`src/rtl/multicycle_ctrl.sv`:
```
// Multicycle processor control FSM with a UART transmit sequence.
// Optional feature macro: MCU_BRANCH_JUMP_EN enables the BRANCH/JUMP states
// and the beq/bne/j decode; without it those opcodes fall back to FETCH.
module multicycle_ctrl #(
  parameter int TX_TIMEOUT        = 1023,
  parameter bit RESUME_AFTER_UART = 1'b0
) (
  input  logic       clk,
  input  logic       reset,
  input  logic       start,
  input  logic [5:0] Op,
  input  logic [5:0] Funct,
  input  logic       Zero,
  input  logic       TX_flag,
  output logic       PCen,
  output logic       IorD,
  output logic       MemWrite,
  output logic       IRWrite,
  output logic       DRWrite,
  output logic       RegWrite,
  output logic       RegDst,
  output logic       MemtoReg,
  output logic       ALUSrcA,
  output logic [1:0] ALUSrcB,
  output logic [4:0] ALUControl,
  output logic       ALU_en,
  output logic [1:0] PCSrc,
  output logic       Page,
  output logic       SerialOutEn,
  output logic       TxTimeout,
  output logic       Busy
);

  typedef enum logic [4:0] {
    IDLE, FETCH, DECODE, EX_R, EX_I, EX_MEM, MEM_LD, MEM_ST, WB_R, WB_I, WB_L,
    BRANCH, JUMP, UART_EX, UART_TX, UART_WAIT, UART_DONE
  } state_t;

  // Counter only needs to reach TX_TIMEOUT-1; a zero timeout never fires.
  localparam bit          TO_EN = (TX_TIMEOUT != 0);
  localparam int          CW    = (TX_TIMEOUT < 2) ? 1 : $clog2(TX_TIMEOUT + 1);
  localparam logic [CW-1:0] LAST = TO_EN ? CW'(TX_TIMEOUT - 1) : '0;

  state_t          r_state, w_next;
  logic [CW-1:0]   r_cnt;
  logic            r_txto;
  logic            r_is_sw;
  logic            r_is_sll;
  logic [4:0]      r_alu_ctrl;
  logic [4:0]      w_alu_dec;
  logic            w_timeout;

`ifdef MCU_BRANCH_JUMP_EN
  logic            r_is_bne;
`else
  logic            w_unused_zero;
  assign w_unused_zero = Zero;
`endif

  // ALU operation implied by the opcode/function being decoded
  always_comb begin
    w_alu_dec = 5'b00000;
    if (Op == 6'b000000) begin
      case (Funct)
        6'b000000: w_alu_dec = 5'b11000;
        6'b100010: w_alu_dec = 5'b00001;
        6'b100101: w_alu_dec = 5'b00110;
        default:   w_alu_dec = 5'b00000;
      endcase
    end else if (Op == 6'b001100) begin
      w_alu_dec = 5'b00101;
    end else if (Op == 6'b001101) begin
      w_alu_dec = 5'b00110;
    end
  end

  // TX_flag wins over a coincident timeout
  assign w_timeout = TO_EN && (r_state == UART_WAIT) && !TX_flag && (r_cnt == LAST);

  // State register
  always_ff @(posedge clk or negedge reset) begin
    if (!reset) r_state <= IDLE;
    else        r_state <= w_next;
  end

  // Instruction attributes latched while decoding
  always_ff @(posedge clk or negedge reset) begin
    if (!reset) begin
      r_is_sw    <= 1'b0;
      r_is_sll   <= 1'b0;
      r_alu_ctrl <= 5'b00000;
`ifdef MCU_BRANCH_JUMP_EN
      r_is_bne   <= 1'b0;
`endif
    end else if (r_state == DECODE) begin
      r_is_sw    <= (Op == 6'b101011);
      r_is_sll   <= (Op == 6'b000000) && (Funct == 6'b000000);
      r_alu_ctrl <= w_alu_dec;
`ifdef MCU_BRANCH_JUMP_EN
      r_is_bne   <= (Op == 6'b000101);
`endif
    end
  end

  // UART wait counter (zero outside UART_WAIT) and sticky timeout flag
  always_ff @(posedge clk or negedge reset) begin
    if (!reset) begin
      r_cnt  <= '0;
      r_txto <= 1'b0;
    end else begin
      r_cnt <= (r_state == UART_WAIT) ? r_cnt + CW'(1) : '0;
      if (r_state == IDLE && start) r_txto <= 1'b0;
      else if (w_timeout)           r_txto <= 1'b1;
    end
  end

  // Next-state logic
  always_comb begin
    w_next = r_state;
    case (r_state)
      IDLE:    if (start) w_next = FETCH;
      FETCH:   w_next = DECODE;
      DECODE: begin
        w_next = FETCH;
        case (Op)
          6'b000000: begin
            if (Funct == 6'b000000 || Funct == 6'b100000 ||
                Funct == 6'b100010 || Funct == 6'b100101) w_next = EX_R;
            else if (Funct == 6'b010100)                  w_next = UART_EX;
          end
          6'b001000, 6'b001100, 6'b001101: w_next = EX_I;
          6'b100011, 6'b101011:            w_next = EX_MEM;
`ifdef MCU_BRANCH_JUMP_EN
          6'b000100, 6'b000101:            w_next = BRANCH;
          6'b000010:                       w_next = JUMP;
`endif
          default:                         w_next = FETCH;
        endcase
      end
      EX_R:      w_next = WB_R;
      EX_I:      w_next = WB_I;
      EX_MEM:    w_next = r_is_sw ? MEM_ST : MEM_LD;
      MEM_LD:    w_next = WB_L;
      MEM_ST, WB_R, WB_I, WB_L, BRANCH, JUMP: w_next = FETCH;
      UART_EX:   w_next = UART_TX;
      UART_TX:   w_next = UART_WAIT;
      UART_WAIT: if (TX_flag || w_timeout) w_next = UART_DONE;
      UART_DONE: w_next = RESUME_AFTER_UART ? FETCH : IDLE;
      default:   w_next = IDLE;
    endcase
  end

  // Moore output decode; PCen in BRANCH additionally looks at Zero
  always_comb begin
    PCen = 1'b0; IorD = 1'b0; MemWrite = 1'b0; IRWrite = 1'b0; DRWrite = 1'b0;
    RegWrite = 1'b0; RegDst = 1'b0; MemtoReg = 1'b0; ALUSrcA = 1'b0;
    ALUSrcB = 2'b00; ALUControl = 5'b00000; ALU_en = 1'b0; PCSrc = 2'b00;
    Page = 1'b0; SerialOutEn = 1'b0;
    case (r_state)
      FETCH: begin
        PCen = 1'b1; IRWrite = 1'b1; ALUSrcB = 2'b01;
      end
      EX_R: begin
        ALUSrcA = 1'b1; ALU_en = 1'b1; ALUControl = r_alu_ctrl;
        ALUSrcB = r_is_sll ? 2'b11 : 2'b00;
      end
      EX_I, EX_MEM: begin
        ALUSrcA = 1'b1; ALU_en = 1'b1; ALUControl = r_alu_ctrl; ALUSrcB = 2'b10;
      end
      UART_EX: begin
        ALUSrcA = 1'b1; ALU_en = 1'b1; ALUControl = 5'b01111;
      end
      MEM_ST:  begin IorD = 1'b1; MemWrite = 1'b1; end
      MEM_LD:  begin IorD = 1'b1; DRWrite = 1'b1; Page = 1'b1; end
      WB_R:    begin RegWrite = 1'b1; RegDst = 1'b1; end
      WB_I:    RegWrite = 1'b1;
      WB_L:    begin RegWrite = 1'b1; MemtoReg = 1'b1; end
`ifdef MCU_BRANCH_JUMP_EN
      BRANCH:  begin PCSrc = 2'b01; PCen = r_is_bne ? ~Zero : Zero; end
      JUMP:    begin PCSrc = 2'b10; PCen = 1'b1; end
`endif
      UART_TX: SerialOutEn = 1'b1;
      default: ;
    endcase
  end

  assign TxTimeout = r_txto;
  assign Busy      = (r_state != IDLE);

endmodule

```
`config.mk`:
```
export PLATFORM = sky130hd
export DESIGN_NAME = multicycle_ctrl
export DESIGN_NICKNAME = d
export VERILOG_FILES = /design/src/rtl/multicycle_ctrl.sv
export SDC_FILE = /design/constraint.sdc
export NUM_CORES = 1
export LEC_CHECK = 0
export ABC_AREA = 1
export CORE_MARGIN = 2
export CORE_UTILIZATION = 53
export CTS_BUF_LIST = sky130_fd_sc_hd__clkbuf_4 sky130_fd_sc_hd__clkbuf_8
export DETAILED_ROUTE_END_ITERATION = 7
export PLACE_DENSITY = 0.87
export SYNTH_ARGS = -nofsm -noshare
export SYNTH_HDL_FRONTEND = slang
export SYNTH_SLANG_ARGS = --single-unit
```
`constraint.sdc`:
```
create_clock -name clk -period 4.3 [get_ports clk]
set_clock_uncertainty 0.1 [all_clocks]
set_input_delay 0.86 -clock clk [delete_from_list [all_inputs] [get_ports clk]]
set_output_delay 0.86 -clock clk [all_outputs]
set_load 0.005 [all_outputs]
```
# Yosys cells after proc, flatten, opt, wreduce, memory -nomap -nowiden
# Cells that the tools add are included.
# totals
register_bits	23
out_inout_bits	23
wordCells	83
# classes
add_sub_neg	1
eq_ne	27
muxes	26
n_reduce_logical	23
# op_table
cell	n
one-hot mux 5 bit (11 select lines)	1
equality test 5 x 4 -> 1 bit, second input constant	8
equality test 6 bit, second input constant	5
one-hot mux 5 bit (3 select lines)	2
equality test 5 x 3 -> 1 bit, second input constant	4
equality test 6 x 4 -> 1 bit, second input constant	3
2-to-1 mux 5 bit	3
zero test 6 bit	2
2-to-1 mux 1 bit	12
adder 10 x 1 -> 10 bit, second input constant	1
equality test 10 bit, second input constant	1
equality test 5 x 2 -> 1 bit, second input constant	2
2-to-1 mux 10 bit	1
one-hot mux 5 bit (2 select lines)	1
OR reduction 3 bit	3
2-to-1 mux 4 bit	2
equality test 6 x 5 -> 1 bit, second input constant	1
2-to-1 mux 3 bit	2
one-hot mux 2 bit (3 select lines)	1
OR reduction 2 bit	3
OR reduction 6 bit	1
equality test 5 x 1 -> 1 bit, second input constant	1
zero test 5 bit	1
nonzero test 5 bit	1
other kinds (9)	15

# Logic depth before layout (Yosys ltp)
# Gate-level depths: netlist (run 1).
# depth
ltp_word	7
ltp_mapped	10
ltp_nobuf	10

# Worst setup path after synthesis (run 1)
# OpenSTA, ideal clock, no wires.
# synth_path
path_kind	register -> output
from	register r_state[2]
to	output ALU_en
arrival_time_ns	1.159
required_ns	3.340
path_slack_ns	2.181
stages_incl_launch_ff	10
n_path_buf	2
cell_sequence	dfrtp_1 -> buf_6 -> nor2_2 -> nand2_2 -> nor2_1 -> inv_1 -> nand2_1 -> inv_2 -> nand2_1 -> buf_4
# synth_via
elab_chain_cells	3
# synth_rtl
item	line_no	source
from (decl)	44	state_t r_state, w_next;
from (signal assigned)	83	else r_state <= w_next;
equality test 5 x 4 -> 1 bit (tied with other cells)	--	
OR reduction 4 bit (no source line) (*)	--	
2-to-1 mux 1 bit (*)	--	
to (decl)	26	output logic ALU_en,
# Mark *: on every way between the ends. The rest lies on a longest branch, timed or not.

# Final worst setup path (run 1)
# layout_path
from	register r_state[3]
to	output ALUControl[3]
# layout_via
elab_chain_cells	3
# layout_rtl
item	line_no	source
equality test 5 x 3 -> 1 bit / equality test 5 x 2 -> 1 bit (equally long branches)	159	case (r_state)
OR reduction 3 bit (no source line)	--	
one-hot mux 5 bit (2 select lines) (*)	159	
to (decl)	25	output logic [4:0] ALUControl,
# Marked as above.

==> summary.txt, run 1 <==
Status = completed
Setup total negative slack = 0 ns
Post-Syn Instances = 213
Final wirelength = 2.903 mm
Post-Synth Simple-Gate Area = 0.4171
Critical path launch point type = register
Sequential area share after synthesis = 0.3627
Clock power frac = 0.160
First-pass DRT Iterations = 4
Ys Warns = 0
Routed WL per cell = 10.44 um
Worst hold path stage count = 2
Hold WC Path Type = reg -> reg
Syn Area/Cell = 6.802 um2
EDFF count, synth = 0
GRT overflow = 0
Longest Clk Path Bufs = 2
Post-layout min period = 3.054 ns
R2R cell count = 9
Highest Clock Rate = 327.5 MHz
Die area = 3168 um2
TritonCTS sink count = 21
Gr usage total = 0.2015
# IOs = 40
Synth Flop Type = dfrtp_1
Fraction of registers with async set/reset = 1.000
Core Footprint = 2545 um2
Chip Height = 56.29 um
Multi-input combinational cell area = 759.5 um2
Synth Area in Compound Gates = 0.07254
Antenna violations before repair = 0
Most common cell in the synthesized netlist = nor2_1
Setup-failing EPs final = 0
Placed Cells = 274
Storage element area = 525.5 um2
Post-DRT Antenna Nets = 0
DRT iter0 DRCs = 46
Crit path capture type = output port
NetSw = 0.0002334 W
Synth top cells by count = nor2_1 (44), nand2_1 (43), inv_1 (29), dfrtp_1 (21), nand3_1 (14)
Post-layout net count = 268
Synth Register Bits = 21
Worst EP arrival = 2.09 ns
Global-route wire length before repair = 5.250 mm
Avg Vias per Cell = 5.007
WP data required = 3.34 ns
Final Max Slew Viols = 0
CP max stage delay = 0.51 ns
MaxCap Viol Count = 0
Worst-path maximum fanout = 5
# DRC = 0
Yosys top cell area share = 0.3627
H-Tree Depth = 1
Vias = 1,392
Pint = 0.0003887 W
Area Overhead vs Synth = 26.43%
TritonCTS clock tree = done
VDD IR-drop max = 0.3384 mV
Largest net degree at the start of global routing = 22
Layout Cells excl Fill = 278
Total power = 0.0006221 W
Sequential share of power = 0.382
Post-DP HPWL = 2.377 mm
Critical-path cell list = nor2_1, nand3_1, nand2_1, inv_2, o21ai_1, clkdlybuf4s50_1
Crit Path Category = reg -> out
Synth Cell Area = 1449 um2
Vias in the first global route = 1,278
Sw Ratio = 0.3751
Cell row count = 18
Final core occ = 0.7198
IO buf count = 36
Fillers = 215
Top cells by area, synth = dfrtp_1 (36%), nor2_1 (11%), nand2_1 (11%), inv_1 (7.5%), nand3_1 (4.8%)
Worst-path clk slew = 0.12 ns
Largest family of logic cells by synthesized area = simple AND/OR/NAND/NOR gates
Hold slack = 0.3998 ns
Final period utilization = 0.7102
XOR/XNOR Fraction of Synth Area = 0.01209
Synth area leader = dfrtp_1
Static Leak = 0.8676 nW
Worst skew pair latency = 0.29 ns
Post-CTS Hold Fix Bufs = 0
Initial Util = 0.5693
Critical path's slowest cell = clkdlybuf4s50_1
Cts repair resizes = 0
Clock tree root driver cell = clkbuf_4
TritonCTS buffer count = 3
Setup repair bufs after CTS = 0
Die Span X = 56.29 um
Fin. Hold Viols = 0
Setup repair after global routing missed its margin = false
Relative slew slack = 0.3852
Ratio of cells with drive above 1 in the final layout = 0.07661
Power Dens Cells = 339.6 nW/um2
Antenna cells = 0
Final GP Congestion = 0.9244
Library cells used by synthesis = 28
Slew @ Worst Pin = 0.9193 ns
Combinational share of power = 0.458
Synth Area in Adders = 0.01727
Multiplexer share of the synthesized area = 0
[power groups by stage]
| stage | logic, W | registers (W) | clock network, W |
|---|---|---|---|
| 3_5_place_dp | 0.000285 | 0.000240 | 0 |
| 4_1_cts | 0.000286 | 0.000237 | 0.000103 |
| 6_report | 0.000285 | 0.000238 | 0.0000993 |
| 3_3_place_gp | 0.000285 | 0.000240 | 0 |
| 5_1_grt | 0.000320 | 0.000242 | 0.000109 |
| 2_1_floorplan | 0.000177 | 0.000234 | 0 |
[per-layer routing]
layer | wire length [um] | share of wire | track usage | vias to the layer above
li1 | - | - | - | 739
met3 | 115 | 0.040 | 0.02074 | 2
met4 | 27 | 0.0093 | 0.06803 | 0
met1 | 1319 | 0.45 | 0.2565 | 611
met5 | 0 | 0 | 0 | -
met2 | 1441 | 0.50 | 0.3546 | 40
[cell type report]
cell class,instances,share of cell area
Timing Repair Buffer,36,0.1967
Clock buffer,4,0.01639
Multi-Input combinational cell,156,0.4146
Inverter,31,0.06489
Tap cell,30,0.02049
Sequential cell,21,0.2869
[stage by stage]
step,instance area (um2),setup WS (ns)
6_report,1832,1.246
4_1_cts,1832,1.242
3_5_place_dp,1802,1.603
2_1_floorplan,1453,2.181
5_1_grt,1832,1.083
3_3_place_gp,1802,1.618
[critical path, delay by kind of cell (launching register included)]
| family | cells | cell delay (ns) |
|---|---|---|
| simple gates | 3 | 0.63 |
| compound gates | 1 | 0.11 |
| flops | 1 | 0.47 |
| buf+inv | 2 | 0.58 |
[final timing paths]
| kind | start | slack, ns | to |
|---|---|---|---|
| min | r_alu_ctrl[2] | 0.40 | r_alu_ctrl[2] |
| min in group asynchronous | reset | 0.97 | r_cnt[8] |
| max | r_state[3] | 1.25 | ALUControl[3] |
| max in group asynchronous | reset | 2.57 | r_is_sw |
| max reg2reg | r_state[2] | 2.77 | r_state[0] |
| min reg2reg | r_alu_ctrl[2] | 0.40 | r_alu_ctrl[2] |
[state kept, by name, summed over array words and instances (netlist names)]
| register | cells |
|---|---|
| r_is_sw | 1 |
| TxTimeout | 1 |
| r_cnt | 10 |
| r_state | 5 |
| r_alu_ctrl | 4 |
[cells by family after synthesis]
family	Yosys count
xor gates and xnor gates	2
and+or+nand+nor	130
DFF	21
adders and majority gates	2
other	1
buffers and inverters	37
AOI/OAI and AO/OA	20
[placed cells by master, fill, tap and decap left out, types with 2 or more instances in the layout]
master / instances
nand2_1: 43
nand2_2: 5
nor3b_1: 2
clkbuf_4: 4
nand3_1: 14
nand4_1: 6
o21ai_1: 2
clkdlybuf4s50_1: 36
o21ai_0: 10
nand3b_1: 2
nor2_1: 44
inv_1: 29
nor2_4: 4
nor3_1: 6
nor2_2: 2
conb_1: 2
a21oi_1: 5
ha_1: 2
dfrtp_1: 21
No activity file was read; power rests on OpenSTA's default activity.
==> run 2, diff against run 1 <==
--- a/config.mk
+++ b/config.mk
@@ -7,10 +7,10 @@
 export LEC_CHECK = 0
 export ABC_AREA = 1
 export CORE_MARGIN = 2
-export CORE_UTILIZATION = 53
+export CORE_UTILIZATION = 45
 export CTS_BUF_LIST = sky130_fd_sc_hd__clkbuf_4 sky130_fd_sc_hd__clkbuf_8
 export DETAILED_ROUTE_END_ITERATION = 7
-export PLACE_DENSITY = 0.87
+export PLACE_DENSITY = 0.79
 export SYNTH_ARGS = -nofsm -noshare
 export SYNTH_HDL_FRONTEND = slang
 export SYNTH_SLANG_ARGS = --single-unit
==> constraint.sdc (replaced) <==
create_clock -name clk -period 2.47 [get_ports clk]
set_clock_uncertainty 0.1 [all_clocks]
set_input_delay 0.494 -clock clk [delete_from_list [all_inputs] [get_ports clk]]
set_output_delay 0.494 -clock clk [all_outputs]
set_load 0.005 [all_outputs]
==> run 2 against run 1 <==
  * Non-clock buffer count increased by 12
  * Setup slack got worse by 1.2 ns
  * Design area increased by 9.6%
  * Combinational power is 130% higher
  * Sequential share of layout area fell by 2.5 points
  * Power increased by 97%
  * Sequential cell count stayed put
  * Routed wire length rose by 16%
  * First-iteration DRC count increased by 13%
  * Utilization down 6.2 points
  * Sequential power up 73%
  * Highest routed layer unchanged
==> summary.txt, run 2 (synthesis gave the netlist of run 1 again) <==
Setup-failing EPs final = 0
GRT overflow = 0
Cell row count = 20
# IOs = 40
Worst EP arrival = 1.83 ns
Longest Clk Path Bufs = 2
Placed Cells = 291
Worst-path maximum fanout = 4
Final GP Congestion = 0.9209
Layout Cells excl Fill = 304
Crit Path Category = reg -> out
IO buf count = 36
Crit path capture type = output port
Static Leak = 1.062 nW
Fin. Hold Viols = 0
Hold WC Path Type = reg -> reg
Final Max Slew Viols = 0
Global-route wire length before repair = 5.520 mm
First-pass DRT Iterations = 4
Gr usage total = 0.1985
Status = completed
Vias in the first global route = 1,336
Max reg flops = 10
# DRC = 0
VDD IR-drop max = 0.3572 mV
Ratio of cells with drive above 1 in the final layout = 0.1654
Antenna violations before repair = 0
Final wirelength = 3.361 mm
Die area = 3689 um2
Post-DRT Antenna Nets = 0
Post-layout min period = 2.422 ns
Antenna cells = 0
Setup repair after global routing missed its margin = true
Core Footprint = 3053 um2
Post-layout net count = 280
Largest net degree at the start of global routing = 22
Routed WL per cell = 11.06 um
Top sig layer = met4
H-Tree Depth = 1
Post-CTS Hold Fix Bufs = 0
Setup total negative slack = 0 ns
Worst skew pair latency = 0.30 ns
TritonCTS sink count = 21
Post-DP HPWL = 2.514 mm
Avg Vias per Cell = 4.868
Clock tree root driver cell = clkbuf_4
Area Overhead vs Synth = 38.60%
TritonCTS clock tree = done
Worst-path clk slew = 0.11 ns
Met3 Wirelength = 145 um
Die Span X = 60.74 um
Highest Clock Rate = 412.9 MHz
Largest Register = r_cnt
Vias = 1,480
Critical path launch point type = register
Met2 WL post-DR = 1.588 mm
WP data required = 1.88 ns
MaxCap Viol Count = 0
Chip Height = 60.74 um
Top Registers = r_cnt x10, r_state x5, r_alu_ctrl x4
Initial Util = 0.4746
TritonCTS buffer count = 3
Final period utilization = 0.9804
Power Dens Cells = 610.9 nW/um2
Met1 WL = 1.571 mm
Commonest non-fill, non-tap cell in the layout = nand2_1
Most frequent cells in the layout = nand2_1 (41), nor2_1 (39), inv_1 (26), clkdlybuf4s50_1 (26), dfrtp_1 (20)
DRT iter0 DRCs = 52
## run 2: cell types whose count changed in the layout (fill, tap and decap cells not counted), sizes merged
| cell | change |
|---|---|
| dlymetal6s2s | +7 |
| clkdlybuf4s50 | -10 |
| dlygate4sd2 | +3 |
| buf | +12 |
## run 2: cell type report
class | instances | area [um2]
fill | 273 | 1045
multi-input combinational | 156 | 809.5
sequential | 21 | 526.8
timing repair buffer | 48 | 467.9
inverter | 31 | 118.9
tap | 44 | 55.05
clock buffer | 4 | 30.03
## run 2: worst max-delay path: stages, from the launching register on
cell	delay, ns
dfrtp_1	0.42
nor2_4	0.13
nand2_2	0.08
nor2_2	0.09
inv_2	0.07
o21ai_0	0.19
clkdlybuf4s50_1	0.54
## run 2: what timing repair did
item,4_1_cts,5_1_grt
setup buffers,7,2
endpoints found under the setup margin,9,13
gates cloned,0,0
pin swaps,2,2
resized for setup,10,18
hold endpoints to repair,0,0
## run 2: path summary, 6_finish.rpt
check                           slack (ns)           from  cells past startpoint       endpoint
worst max register to register        0.65     r_state[2]                     12     r_state[0]
worst min register to register        0.39  r_alu_ctrl[2]                      2  r_alu_ctrl[2]
max in group asynchronous             1.62          reset                      2     r_state[4]
min in group asynchronous             0.42          reset                      2       r_cnt[3]
worst max-delay path                  0.05     r_state[2]                      6     ALUSrcB[1]
worst min-delay path                  0.39  r_alu_ctrl[2]                      2  r_alu_ctrl[2]
## run 2: metal layers
layer / vias up / global-route usage
li1: 761 / -
met1: 675 / 0.2676
met2: 38 / 0.3272
met3: 6 / 0.03838
met4: 0 / 0.05590
met5: - / 0
## run 2: power by group
| part | internal (W) | switching [W] |
|---|---|---|
| sequential | 0.000376 | 0.0000361 |
| combinational | 0.000302 | 0.000341 |
| clock | 0.0000740 | 0.0000979 |
| total | 0.000752 | 0.000475 |
## run 2: through the flow
step | util | hold WS (ns) | worst slack [ns] | power [W] | area [um2]
detailed placement | 0.6033 | 0.3655 | 0.1503 | 0.0009385 | 1842
finish | 0.6578 | 0.3939 | 0.04837 | 0.001227 | 2008
global route | 0.6578 | 0.4173 | -0.03124 | 0.001324 | 2008
global placement | 0.6033 | 0.3641 | 0.1579 | 0.0009355 | 1842
floorplan | - | 0.09841 | 0.7172 | 0.0007144 | 1453
CTS | 0.6344 | 0.3935 | 0.005313 | 0.001175 | 1937
